## config.mk

```make
export PLATFORM = sky130hd
export DESIGN_NAME = fifo_rd_streamer
export DESIGN_NICKNAME = d
export VERILOG_FILES = /design/src/rtl/fifo_rd_streamer.sv
export SDC_FILE = /design/constraint.sdc
export NUM_CORES = 1
export LEC_CHECK = 0
export CAP_MARGIN = 10
export CORE_MARGIN = 2
export CORE_UTILIZATION = 30
export CTS_BUF_LIST = sky130_fd_sc_hd__clkbuf_4 sky130_fd_sc_hd__clkbuf_8
export DETAILED_ROUTE_END_ITERATION = 6
export PLACE_DENSITY_LB_ADDON = 0.3
export SYNTH_ARGS = -nofsm -noshare
export SYNTH_HDL_FRONTEND = slang
export SYNTH_SLANG_ARGS = --single-unit
```

## constraint.sdc

```tcl
create_clock -name i_rclk -period 2.15 [get_ports i_rclk]
set_input_delay 0.215 -clock i_rclk [delete_from_list [all_inputs] [get_ports i_rclk]]
set_output_delay 0.215 -clock i_rclk [all_outputs]
set_load 0.02 [all_outputs]
```

## src/rtl/fifo_rd_streamer.sv

```systemverilog
// Read-side streamer for the async FIFO: polls empty, issues read strobes, and presents words on a valid/ready stream with packet framing.
// Optional parity output o_tpar is enabled by defining FRD_PARITY_EN.
`timescale 1ns/1ps

module fifo_rd_streamer #(
    parameter int FIFO_width = 32,
    parameter int PKT_LEN    = 8,
    parameter int CNT_W      = 16
) (
    input  logic                  i_rclk,
    input  logic                  i_rst,
    input  logic                  i_en,
    input  logic                  i_rempty,
    input  logic [FIFO_width-1:0] i_rdata,
    output logic                  o_rd,
    output logic [FIFO_width-1:0] o_tdata,
    output logic                  o_tvalid,
    input  logic                  i_tready,
    output logic                  o_tlast,
    output logic                  o_busy,
    output logic [CNT_W-1:0]      o_word_cnt
`ifdef FRD_PARITY_EN
    ,
    output logic                  o_tpar
`endif
);

    typedef enum logic [1:0] {
        IDLE  = 2'd0,
        RUN   = 2'd1,
        DRAIN = 2'd2
    } state_t;

    localparam logic [7:0]       LAST_IDX = 8'(PKT_LEN - 1);
    localparam logic [7:0]       IDX_ONE  = 8'd1;
    localparam logic [CNT_W-1:0] CNT_ONE  = CNT_W'(1);

    state_t                  state;
    logic                    in_flight;
    logic                    out_valid;
    logic [FIFO_width-1:0]   out_data;
    logic                    skid_valid;
    logic [FIFO_width-1:0]   skid_data;
    logic [7:0]              pkt_idx;
`ifdef FRD_PARITY_EN
    logic                    out_par;
    logic                    skid_par;
    logic                    in_par;
`endif

    logic       pop;
    logic       push;
    logic [2:0] committed;
    logic       issue;
    logic       drained;

    // in_flight marks the cycle in which i_rdata carries the word requested one cycle earlier;
    // that word lands at this edge, so it counts against the buffer but not as an outstanding read.
    assign pop       = out_valid && i_tready;
    assign push      = in_flight;
    assign committed = 3'(out_valid) + 3'(skid_valid) + 3'(in_flight);
    assign issue     = (state == RUN) && i_en && !i_rempty && !o_rd && ((committed + 3'd1) <= 3'd2);
    assign drained   = !o_rd && !in_flight && !out_valid && !skid_valid;

    assign o_tdata  = out_data;
    assign o_tvalid = out_valid;
    assign o_tlast  = out_valid && (pkt_idx == LAST_IDX);
`ifdef FRD_PARITY_EN
    assign in_par   = ^i_rdata;
    assign o_tpar   = out_par;
`endif

    always_ff @(posedge i_rclk) begin
        if (i_rst) begin
            state      <= IDLE;
            o_rd       <= 1'b0;
            o_busy     <= 1'b0;
            in_flight  <= 1'b0;
            out_valid  <= 1'b0;
            out_data   <= '0;
            skid_valid <= 1'b0;
            skid_data  <= '0;
            pkt_idx    <= '0;
            o_word_cnt <= '0;
`ifdef FRD_PARITY_EN
            out_par    <= 1'b0;
            skid_par   <= 1'b0;
`endif
        end else begin
            o_rd      <= issue;
            in_flight <= o_rd;

            case (state)
                IDLE: begin
                    if (i_en) begin
                        state  <= RUN;
                        o_busy <= 1'b1;
                    end
                end
                RUN: begin
                    if (!i_en) begin
                        state <= DRAIN;
                    end
                end
                DRAIN: begin
                    if (i_en) begin
                        state <= RUN;
                    end else if (drained) begin
                        state  <= IDLE;
                        o_busy <= 1'b0;
                    end
                end
                default: begin
                    state  <= IDLE;
                    o_busy <= 1'b0;
                end
            endcase

            // Two-slot buffer: out_* is the stream head, skid_* holds the word behind it.
            if (pop) begin
                if (skid_valid) begin
                    out_data <= skid_data;
`ifdef FRD_PARITY_EN
                    out_par  <= skid_par;
`endif
                    if (push) begin
                        skid_data <= i_rdata;
`ifdef FRD_PARITY_EN
                        skid_par  <= in_par;
`endif
                    end else begin
                        skid_valid <= 1'b0;
                    end
                end else if (push) begin
                    out_data <= i_rdata;
`ifdef FRD_PARITY_EN
                    out_par  <= in_par;
`endif
                end else begin
                    out_valid <= 1'b0;
                end
            end else if (push) begin
                if (!out_valid) begin
                    out_valid <= 1'b1;
                    out_data  <= i_rdata;
`ifdef FRD_PARITY_EN
                    out_par   <= in_par;
`endif
                end else begin
                    skid_valid <= 1'b1;
                    skid_data  <= i_rdata;
`ifdef FRD_PARITY_EN
                    skid_par   <= in_par;
`endif
                end
            end

            if (pop) begin
                pkt_idx <= (pkt_idx == LAST_IDX) ? 8'd0 : (pkt_idx + IDX_ONE);
                if (o_word_cnt != {CNT_W{1'b1}}) begin
                    o_word_cnt <= o_word_cnt + CNT_ONE;
                end
            end
        end
    end

endmodule

```

# After elaboration in Yosys (flattened, before gate mapping)
# Cells that the tools add are included.
op_classes:
  add_sub_neg: 5
  multipliers: 0
  n_div: 0
  magnitude_cmp: 1
  eq_ne: 14
  shift: 0
  muxes: 28
  bitwise_logic: 1
  n_reduce_logical: 25
op_table:
  columns: ["op", "n"]
  rows:
  - ["32-bit two-way mux", 9]
  - ["16-bit by 1-bit adder with 16-bit output, second input constant", 1]
  - ["16-bit inequality test, second input constant", 1]
  - ["2-bit inequality test, second input constant", 8]
  - ["1-bit two-way mux", 12]
  - ["1-bit logical AND", 9]
  - ["3-bit AND reduction", 3]
  - ["8-bit by 1-bit adder with 8-bit output, second input constant", 1]
  - ["8-bit by 3-bit equality test with 1-bit output, second input constant", 1]
  - ["2-bit two-way mux", 4]
  - ["8-bit two-way mux", 1]
  - ["4-bit AND reduction", 2]
  - ["2-bit case mux with 3 select lines", 1]
  - ["2-bit nonzero test", 3]
  - ["1-bit zero test", 5]
  - ["2-bit AND reduction", 2]
  - ["2-bit by 1-bit adder with 3-bit output", 1]
  - ["3-bit by 1-bit adder with 3-bit output, second input constant", 1]
  - ["3-bit by 2-bit <= comparator with 1-bit output, second input constant", 1]
  - ["3-bit inequality test, second input constant", 1]
  - ["1-bit case mux with 3 select lines", 1]
  - ["1-bit by 1-bit adder with 2-bit output", 1]
  - ["2-bit by 1-bit equality test with 1-bit output, second input constant", 1]
  - ["2-bit equality test, second input constant", 1]
  - ["3 further kinds", 3]
totals:
  regBits: 95
  latch_bits: 0
  ramBits: 0
  mem_bits_ro: 0
  inputBits: 37
  out_inout_bits: 52
  elab_cells: 84
  memories: 0

# Longest topological paths before layout
depth:
  depth_word: 7
  mapped_depth: 7
  ltp_nobuf: 5

# Least setup slack after synthesis
# OpenSTA, ideal clock, no wires.
synth_timing:
  path_type: "register to register"
  from: "register o_word_cnt[5]"
  to: "register o_word_cnt[15]"
  t_arrival_ns: 1.803
  t_required_ns: 2.080
  setup_slack_ns: 0.277
  path_stages_with_launch: 6
  period_less_slack_ns: 1.873
  path_cell_list: "dfxtp_1 -> nand4_2 -> or3_1 -> buf_2 -> or4_1 -> a21oi_1"
synth_via:
  elab_chain_cells: 2
  elab_cells_between_ends: 3
synth_rtl:
  columns: ["element", "line_no", "source"]
  rows:
  - ["start, declared", "21", "output logic [CNT_W-1:0] o_word_cnt"]
  - ["start signal, assigned", "161", "o_word_cnt <= o_word_cnt + CNT_ONE;"]
  - ["parallel branches: the longest is 2 deep, another holds 16-bit by 1-bit adder with 16-bit output", null, null]
# Several ways; the timed one is not identified.
# A chain may end at the register's enable or synchronous reset.

# Worst setup path in the final report
layout_timing:
  from: "register o_word_cnt[9]"
  to: "register o_word_cnt[2]"
layout_via:
  elab_chain_cells: 2
layout_rtl:
  columns: ["element", "line_no", "source"]
  rows:
  - ["16-bit inequality test", "160", "if (o_word_cnt != {CNT_W{1'b1}}) begin"]
  - ["2-bit AND reduction (no source line)", null, null]
# Every way passes these cells.

==> run metrics <==
outcome finished, final reports clean; Max Clock Freq between 500 and 600 MHz; crit end category flop; Flop pwr share 56.2%; Crit Path Max Fanout 9; worst hold slack 0.262 ns; RSZ-0062 raised after global routing false; total CTS buffers 9; hpwl dp 7.16 mm; Pre-antenna DRT Iters 4; skew final 0.0101 ns; vias per inst 4.95; total gr overflow 0; pin count of the biggest net entering global routing 40; ratio of final minimum period to clock period 88.5%; Worst Path Buf+Inv 0; Synth Area in XOR/XNOR 1.76%; Yosys reg bits 95; Yosys top cell area share roughly 48%; setup ws final roughly 0.25 ns; NumNets Final 612; critical path launch point type flop; HP Start i_rst; synthesized area per cell 8.04 sq um; switching part of the total about 22%; most instantiated cells after synthesis nand2_1 (108), dfxtp_1 (95), a21oi_1 (52); largest family of logic cells by synthesized area simple AND/OR/NAND/NOR gates; Skew-Pair Late Insertion Delay 0.37 ns; crit-path cells nand4_1 > nor4_4 > nor2_1 > a311oi_1; Power Density 598 nW/um^2; Crit Path Category reg -> reg; drt total wl roughly 10 mm; Ant. Diodes 0; total net switching power 0.707 mW; relative slew slack about two thirds; initial antenna violation count 0; cts hold-fix bufs 0; CTS Buffer Depth 2; pre-CTS WS 0.121 ns; Ys Warns 0; Ports 89; Yosys top cell by area dfxtp_1; routability cong. 0.766; Max VDD drop 252 uV; total track usage 15.1%; die height 119 um; Core Area 13100 sq um; Fin Setup TNS 0 ns; Clock power frac 38.0%; EDFF count, synth 0; Setup Viol. Count Final 0; most common cell in the netlist nand2_1; TritonCTS clock tree done; max cap viols 0; Combinational Power Share 5.8%; die width 119 um; slew at the pin closest to its max-slew limit 0.478 ns; Slew Limit Fails 0; mux share of post-synthesis cell area less than 1%; RR Startpoint o_word_cnt[9]; crit path from o_word_cnt[9]; Mapped Cells 495; first-pass GRT wire length 17.4 mm; final hold vios 0; HP Class in -> reg; adder-cell area share of the yosys netlist about 1.1%; synth unique cells 35; Clock H-tree levels 3; Port Buf Inserts just under 90; Worst Path Required around 2.4 ns; total number of vias 3727; vias in the first global route 3596; Avg WL per Cell 13.8 um; CP delay by family, top simple AND/OR/NAND/NOR gates; fin crit period about 1.9 ns; sequential-to-total area share from yosys stat 47.8%; Area growth, synth to finish 32.8%; post-synth net total 535; FP Rows 42; Clk pin slew, worst setup/hold paths 0.09 ns; Synth Flop Type dfxtp_1; Die Area ~14000 sq um; CP max stage cell nor4_4; final core utilization 40.4%; DR iter-0 viols 266; post-route ant nets 0; Internal Power 2.46 mW; clock sinks 95; clk root buf clkbuf_8; largest cells by area after synthesis dfxtp_1 (48%), nand2_1 (10%), a311oi_1 (7.3%); share of cells above drive strength 1 6.93%; Synth Area in Compound Gates 16.8%; CP max stage delay 0.58 ns; asr flop ratio synth 0%; leakage 1.73 nW; Initial Util 30.4%; Data arrival, critical path 2.19 ns; simple-gate share of the synthesized area 28.2%; Residual DRC 0; Final Power 3.16 mW; Mapped Area 3980 sq um
per-stage QoR:
step,instance area (sq um),cells
floorplan,3980,495
global placement,5080,737
detailed placement,5080,737
CTS,5280,753
global route,5290,753
finish,5290,753
layer usage:
| metal | routed length, um | share of wire, % | global-route usage, % | vias to the layer above |
|---|---|---|---|---|
| met5 | 0 | 0 | 0 | - |
| met4 | 191 | 1.8 | 6.47 | 0 |
| met3 | 384 | 3.7 | 3.02 | 10 |
| met2 | 5060 | 48 | 25.6 | 72 |
| met1 | 4790 | 46 | 18.5 | 1751 |
| li1 | - | - | - | 1894 |
cell usage in the layout, fill, tap and decap left out, types with 4 or more instances in the layout:
cell	count
and3_1	6
nand3_1	39
inv_1	4
or4_1	9
clkdlybuf4s50_1	86
nand2b_1	5
a21oi_1	52
nor2_1	46
o21ai_0	6
dfxtp_1	94
nand4_1	8
buf_4	14
clkbuf_8	10
o31ai_1	9
or3_1	4
a311oi_1	33
xor2_1	6
nand2_1	108
path summary, 6_finish.rpt:
| path | endpoint | slack (ns) | cells past startpoint |
|---|---|---|---|
| worst max-delay path | o_word_cnt[2] | 0.25 | 4 |
| worst max register to register | o_word_cnt[2] | 0.25 | 4 |
| worst min-delay path | o_word_cnt[8] | 0.26 | 2 |
| worst min register to register | skid_data[5] | 0.46 | 2 |
power by group through the flow:
stage / clock, mW / combinational, mW / sequential (mW)
after floorplan: 0 / 0.0609 / 1.83
after global placement: 0 / 0.182 / 1.82
after detailed placement: 0 / 0.184 / 1.82
after CTS: 1.25 / 0.185 / 1.78
after global routing: 1.31 / 0.200 / 1.78
final: 1.20 / 0.183 / 1.78
logic make-up after synthesis:
logic type                 after synthesis
and+or+nand+nor                        243
AOI/OAI and AO/OA                      103
DFF                                     95
buffers and inverters                   42
xor gates and xnor gates                 8
adders and majority gates                3
muxes                                    1
state kept, by name, summed over array words and instances, names as in the netlist, 2 cells and up:
register and count:
o_tdata 32, o_word_cnt 16, pkt_idx 8, skid_data 32, state 2
worst reg2reg max path: cells and delay by family (launching register included):
family / cells / cell delay, ns
compound gates: 1 / 0.27
flops: 1 / 0.46
simple gates: 3 / 1.11
timing repair:
| action | 4_1_cts | 5_1_grt |
|---|---|---|
| endpoints found under the hold margin | 0 | 0 |
| setup buffers | 0 | 0 |
| setup endpoints to repair | 1 | 2 |
| pin swaps | 0 | 1 |
| gates resized for setup | 1 | 1 |
cell type report:
| cell class | instances | area (sq um) |
|---|---|---|
| well taps | 176 | 220 |
| repair buffers | 104 | 1020 |
| multi-input cells | 358 | 1930 |
| flip-flops and latches | 95 | 1900 |
| fillers | 1334 | 7800 |
| clock buffers | 12 | 153 |
| inverters | 4 | 15.0 |
| clock inverters | 4 | 45.0 |
Note: power is estimated with default switching activity, not from simulation.
